<file path="config.mk">
export PLATFORM = sky130hd
export DESIGN_NAME = instr_fetch_unit
export DESIGN_NICKNAME = d
export VERILOG_FILES = /design/src/rtl/instr_fetch_unit.sv
export SDC_FILE = /design/constraint.sdc
export NUM_CORES = 1
export LEC_CHECK = 0
export ABC_AREA = 1
export CAP_MARGIN = 20
export CORE_AREA = 4 4 84 106
export CTS_CLUSTER_DIAMETER = 60
export CTS_CLUSTER_SIZE = 40
export DETAILED_ROUTE_END_ITERATION = 10
export DIE_AREA = 0 0 88 110
export GPL_ROUTABILITY_DRIVEN = 0
export PLACE_DENSITY = 0.8
export SLEW_MARGIN = 20
export SYNTH_ARGS = -nofsm -noshare
export SYNTH_HDL_FRONTEND = slang
export SYNTH_SLANG_ARGS = --single-unit
</file>
<file path="constraint.sdc">
create_clock -name CLK -period 3.4 [get_ports CLK]
set_input_delay 0.68 -clock CLK [delete_from_list [all_inputs] [get_ports CLK]]
set_output_delay 0.68 -clock CLK [all_outputs]
set_load 0.05 [all_outputs]
</file>
<file path="src/rtl/instr_fetch_unit.sv">
// ============================================================================
// instr_fetch_unit
// ----------------------------------------------------------------------------
// Front-end stage for Control_Unit. Owns the program counter (PC) and the
// instruction register (IR). For each instruction it:
//   1. spends one idle cycle with no memory request,
//   2. fetches one 16-bit word from word-addressed memory over a req/ack port,
//   3. presents the decoded fields with a one-cycle instr_valid pulse,
//   4. waits for the datapath to signal instr_done, then selects the next PC.
// After the first instruction, the idle cycle is skipped: retirement goes
// straight back to fetch. A new instruction therefore costs at least two
// cycles (fetch + issue).
//
// Optional feature macro: FETCH_COUNT_EN
//   defined   : instr_count counts accepted instr_done events (wraps at 2^32)
//   undefined : no counter logic, instr_count is tied to zero
//
// Parameters
//   AW        PC / memory address width in words (must be greater than 8)
//   RESET_PC  PC value loaded on Reset
//
// Ports
//   CLK          in   1    clock; all state changes on the rising edge
//   Reset        in   1    synchronous, active-high; wins over every other input
//   mem_req      out  1    read request, high only while fetching
//   mem_addr     out  AW   PC while mem_req is high, otherwise zero
//   mem_ack      in   1    read data valid; only looked at while fetching
//   mem_rdata    in   16   instruction word
//   Opcode       out  4    IR[15:12]
//   Rd           out  4    IR[11:8]
//   Rs           out  4    IR[7:4]
//   Imm8         out  8    IR[7:0]; branch offset / immediate
//   instr_valid  out  1    one-cycle pulse when a new IR is presented
//   instr_done   in   1    datapath finished the current instruction
//   PCSrc        in   2    next-PC select, sampled with instr_done
//   Zero         in   1    ALU zero flag, sampled with instr_done
//   jump_addr    in   AW   absolute target for PCSrc = 2'b10
//   pc_out       out  AW   current PC (link value for jal)
//   instr_count  out  32   retired-instruction count (see FETCH_COUNT_EN)
// ============================================================================
module instr_fetch_unit #(
    parameter int unsigned          AW       = 16,
    parameter logic [AW-1:0]        RESET_PC = '0
) (
    input  logic            CLK,
    input  logic            Reset,
    output logic            mem_req,
    output logic [AW-1:0]   mem_addr,
    input  logic            mem_ack,
    input  logic [15:0]     mem_rdata,
    output logic [3:0]      Opcode,
    output logic [3:0]      Rd,
    output logic [3:0]      Rs,
    output logic [7:0]      Imm8,
    output logic            instr_valid,
    input  logic            instr_done,
    input  logic [1:0]      PCSrc,
    input  logic            Zero,
    input  logic [AW-1:0]   jump_addr,
    output logic [AW-1:0]   pc_out,
    output logic [31:0]     instr_count
);

    typedef enum logic [1:0] {
        S_IDLE  = 2'd0,
        S_FETCH = 2'd1,
        S_ISSUE = 2'd2,
        S_EXEC  = 2'd3
    } state_t;

    localparam logic [AW-1:0] PC_ONE = AW'(1);

    state_t           r_state;
    logic [AW-1:0]    r_pc;
    logic [15:0]      r_ir;
    logic             r_mem_req;
    logic             r_instr_valid;

    logic             w_accept;
    logic [AW-1:0]    w_pc_inc;
    logic [AW-1:0]    w_imm_sext;
    logic [AW-1:0]    w_next_pc;

    // instr_done only means something while an instruction is in flight.
    assign w_accept   = instr_done && ((r_state == S_ISSUE) || (r_state == S_EXEC));

    // All PC arithmetic wraps naturally at AW bits.
    assign w_pc_inc   = r_pc + PC_ONE;
    assign w_imm_sext = {{(AW-8){r_ir[7]}}, r_ir[7:0]};

    always_comb begin
        w_next_pc = w_pc_inc;
        case (PCSrc)
            2'b01: begin
                if (Zero) begin
                    w_next_pc = w_pc_inc + w_imm_sext;
                end
            end
            2'b10:   w_next_pc = jump_addr;
            default: w_next_pc = w_pc_inc;   // 2'b00 and reserved 2'b11
        endcase
    end

    // Sequencer. mem_req and instr_valid are registered alongside the state
    // so they are clean decodes of it: mem_req <=> FETCH, instr_valid <=> ISSUE.
    always_ff @(posedge CLK) begin
        if (Reset) begin
            r_state       <= S_IDLE;
            r_pc          <= RESET_PC;
            r_ir          <= '0;
            r_mem_req     <= 1'b0;
            r_instr_valid <= 1'b0;
        end else begin
            case (r_state)
                S_IDLE: begin
                    // One request-free cycle so a late ack from an aborted
                    // fetch cannot be mistaken for the new one.
                    r_state       <= S_FETCH;
                    r_mem_req     <= 1'b1;
                    r_instr_valid <= 1'b0;
                end
                S_FETCH: begin
                    if (mem_ack) begin
                        r_ir          <= mem_rdata;
                        r_state       <= S_ISSUE;
                        r_mem_req     <= 1'b0;
                        r_instr_valid <= 1'b1;
                    end
                end
                S_ISSUE: begin
                    r_instr_valid <= 1'b0;
                    if (w_accept) begin
                        r_pc      <= w_next_pc;
                        r_state   <= S_FETCH;
                        r_mem_req <= 1'b1;
                    end else begin
                        r_state   <= S_EXEC;
                    end
                end
                S_EXEC: begin
                    if (w_accept) begin
                        r_pc      <= w_next_pc;
                        r_state   <= S_FETCH;
                        r_mem_req <= 1'b1;
                    end
                end
                default: begin
                    r_state       <= S_IDLE;
                    r_mem_req     <= 1'b0;
                    r_instr_valid <= 1'b0;
                end
            endcase
        end
    end

`ifdef FETCH_COUNT_EN
    logic [31:0] r_instr_count;

    always_ff @(posedge CLK) begin
        if (Reset) begin
            r_instr_count <= '0;
        end else if (w_accept) begin
            r_instr_count <= r_instr_count + 32'd1;
        end
    end

    assign instr_count = r_instr_count;
`else
    assign instr_count = '0;
`endif

    assign mem_req     = r_mem_req;
    assign mem_addr    = r_mem_req ? r_pc : '0;
    assign instr_valid = r_instr_valid;
    assign pc_out      = r_pc;

    assign Opcode      = r_ir[15:12];
    assign Rd          = r_ir[11:8];
    assign Rs          = r_ir[7:4];
    assign Imm8        = r_ir[7:0];

endmodule

</file>
==> results.yml <==
clocking:
  ctsHoldBuffers: 0
  cts_root_buffer: "clkbuf_8"
  cts_num_sinks: 36
  clkTransAtPathRegs_ns: 0.08
  h-tree-depth: 2
  clockBufferDepth: 2
  cts_buffers: 5
  clkLatencyLatePin_ns: 0.29
  post_cts_buffers: 0
  cts_tree: "built"
timing:
  tns_ns: 0
  final.setup_skew_ns: 0.00554
  tightestPinTransition_ns: 0.722
  rsz0062_at_grt: "false"
  final-max-slew-violation-count: 0
  relSlewSlack_pct: 51.8
  hold_violations: 0
  max_freq_mhz: 336
  finalCritPeriodShare_pct: 87.5
  finalSetupViolCount: 0
  fin_crit_ns: 2.98
die:
  die_h_um: 110
  core_mm2: 0.00779
  die_area_mm2: 0.00968
  rows: 36
  num_io_pins: 125
  die_width_um: 88
  initial_core_util_pct: 45.8
hold_path:
  hp-class: "reg -> reg"
run:
  maxCapViolCount: 0
global_route:
  grt_max_degree: 24
  antenna_found_initial: 0
  grt_pass1_vias: 3541
  grt-ovfl-total: 0
  grt_use_total_pct: 20.4
  grt_pass1_wl_um: 15900
route:
  vias_per_cell: 5.14
  ant_nets: 0
  finalWirelength_um: 9930
  drcViolationCount: 0
  wire_per_inst_um: 13.3
  vias: 3827
  drt_iter0_drc: 321
  firstDrtPassIters: 6
final_layout:
  layout_common_cells: "138 x nand2_1, 92 x clkdlybuf4s50_1, 81 x inv_1"
  nNetsFinal: 715
  drive_gt1_share_pct: 6.15
  syn2layout_area_growth_pct: 24.9
  n_antenna_cell: 0
  n_fill_cell: 764
  layout_commonest_cell: "nand2_1"
synthesis:
  synthXorXnorAreaFrac_pct: 1.96
  yosys_warnings: 0
  synth.cell_area_mm2: 0.00357
  synth_top_family_by_area: "simple AND/OR/NAND/NOR gates"
  synth_compound_area_share_pct: 18.0
  synth_cells: 572
  yosys.area_share.simple_pct: 29.7
  synthAdderAreaFrac_pct: 9.68
  yosysSeqAreaShare_pct: 20.2
  ys_ff_latch: 36
  synth_cell_types: 41
  synth.area.mux_share_pct: 0
  postSynthAreaPerCell_um2: 6.24
pwr:
  fin_total_pwr_mw: 1.67
  leakage_nw: 2.15
  power.density_mw_per_mm2: 374
  worst_ir_drop_vdd_mv: 0.270
run_status:
  status: "finished, final reports clean"
critical_path:
  slowest_stage: "dfxtp_2"
  path_cells: "ha_1, nand2_1, nor2_4, nand3_2, nor2_2, inv_1, o21bai_2, nand2_1, inv_1, ha_1, a21oi_1, nand2_1, a21oi_1, nand2_1, nand2_1, nand3_1, nand2_1, nand3_1, nand2_1, nand2_1, a21oi_1"
  cpPeakStageDelay_ns: 0.41
  crit_top_cell: "nand2_1"
  startpoint_type: "flip-flop"
  cp-end-kind: "flip-flop"
  cp.arrival_ns: 3.20
  cp_max_fo: 7
  path_class: "reg -> reg"
  critPathRequiredTime_ns: 3.63
placement:
  portBuffers: 92
  hpwlAfterDp_um: 7910
[metal layers]
layer / GRT usage [%] / share of wire (%)
met1: 24.4 / 40
met2: 36.2 / 50
met3: 3.42 / 7.4
met4: 8.00 / 3.1
met5: 0 / 0
[sequential cells by signal, indices dropped and copies added (netlist names)]
signal / count
instr_valid: 1
mem_req: 1
pc_out: 16
r_ir: 16
r_state: 2
[kinds of logic (layout without fill, tap and decap cells)]
group,Yosys count,count (layout)
AOI/OAI and AO/OA,115,115
xor gates and xnor gates,8,8
other,1,32
adders and majority gates,27,27
buffers and inverters,138,185
and+or+nand+nor,247,247
DFF,36,36
[Yosys cell counts (all sizes together)]
cell type      count  area share, %
a211oi             2           0.42
a21o               1           0.21
a21oi             56            8.2
a221oi             2           0.49
a22o               1           0.25
a311oi             1           0.25
a31oi              3           0.53
a32o               2           0.56
and2               1           0.18
buf               43            9.4
clkbuf            10            1.6
clkdlybuf4s50      1           0.32
conb               1           0.11
dfxtp             36             20
dlymetal6s2s       1           0.35
fa                 1           0.56
ha                26            9.1
inv               83            8.7
nand2            143             15
nand3             26            3.8
nand4             10            1.8
nor2              57            6.8
nor3               5           0.84
o21ai             43            6.1
o21bai             4           0.95
or2                5           0.88
xnor2              3           0.74
xor2               5            1.2
[through the flow]
stage                     std cells  util, %  hold slack (ns)  instance area (um2)  setup WS, ns
after global placement          737     55.5            0.463                 4320         0.514
after detailed placement        737     55.5            0.473                 4320         0.380
after CTS                       745     57.1            0.490                 4450         0.342
final                           745     57.2            0.486                 4460         0.424
after floorplan                 603        -            0.494                 3680         0.347
after global routing            745     57.2            0.514                 4460        0.0261
[worst paths after layout]
| kind | startpoint | endpoint | slack, ns | cells past startpoint |
|---|---|---|---|---|
| setup / recovery | pc_out[0] | pc_out[15] | 0.42 | 21 |
| hold / removal | r_ir[14] | r_ir[14] | 0.49 | 2 |
| setup reg to reg | pc_out[0] | pc_out[15] | 0.42 | 21 |
| hold reg to reg | r_ir[14] | r_ir[14] | 0.49 | 2 |
[report_power, final]
part / internal, mW / total, mW / switching, mW
clock: 0.259 / 0.419 / 0.160
sequential: 0.465 / 0.529 / 0.0634
combinational: 0.232 / 0.720 / 0.488
total: 0.956 / 1.67 / 0.711
[final cells by class]
type / count / area, um2 / area share [%]
clock buffer: 7 / 96.3 / 2.16
clock inverter: 1 / 30.0 / 0.674
inverter: 83 / 312 / 6.99
multi-input combinational: 429 / 2240 / 50.3
sequential: 36 / 723 / 16.2
tap: 95 / 119 / 2.67
timing repair buffer: 94 / 936 / 21.0
[critical path: cells and delay by family, from the launching register on]
| kind | cells | cell delay (ns) |
|---|---|---|
| AOI/OAI and AO/OA | 4 | 0.63 |
| buffers and inverters | 2 | 0.21 |
| adders and majority gates | 2 | 0.49 |
| and+or+nand+nor | 13 | 1.19 |
| DFF | 1 | 0.41 |
[what timing repair did]
item / CTS / global route
hold endpoints to repair: 0 / 0
gates resized for setup: 0 / 3
setup endpoints to repair: 0 / 2
(Power assumes the default switching activity.)
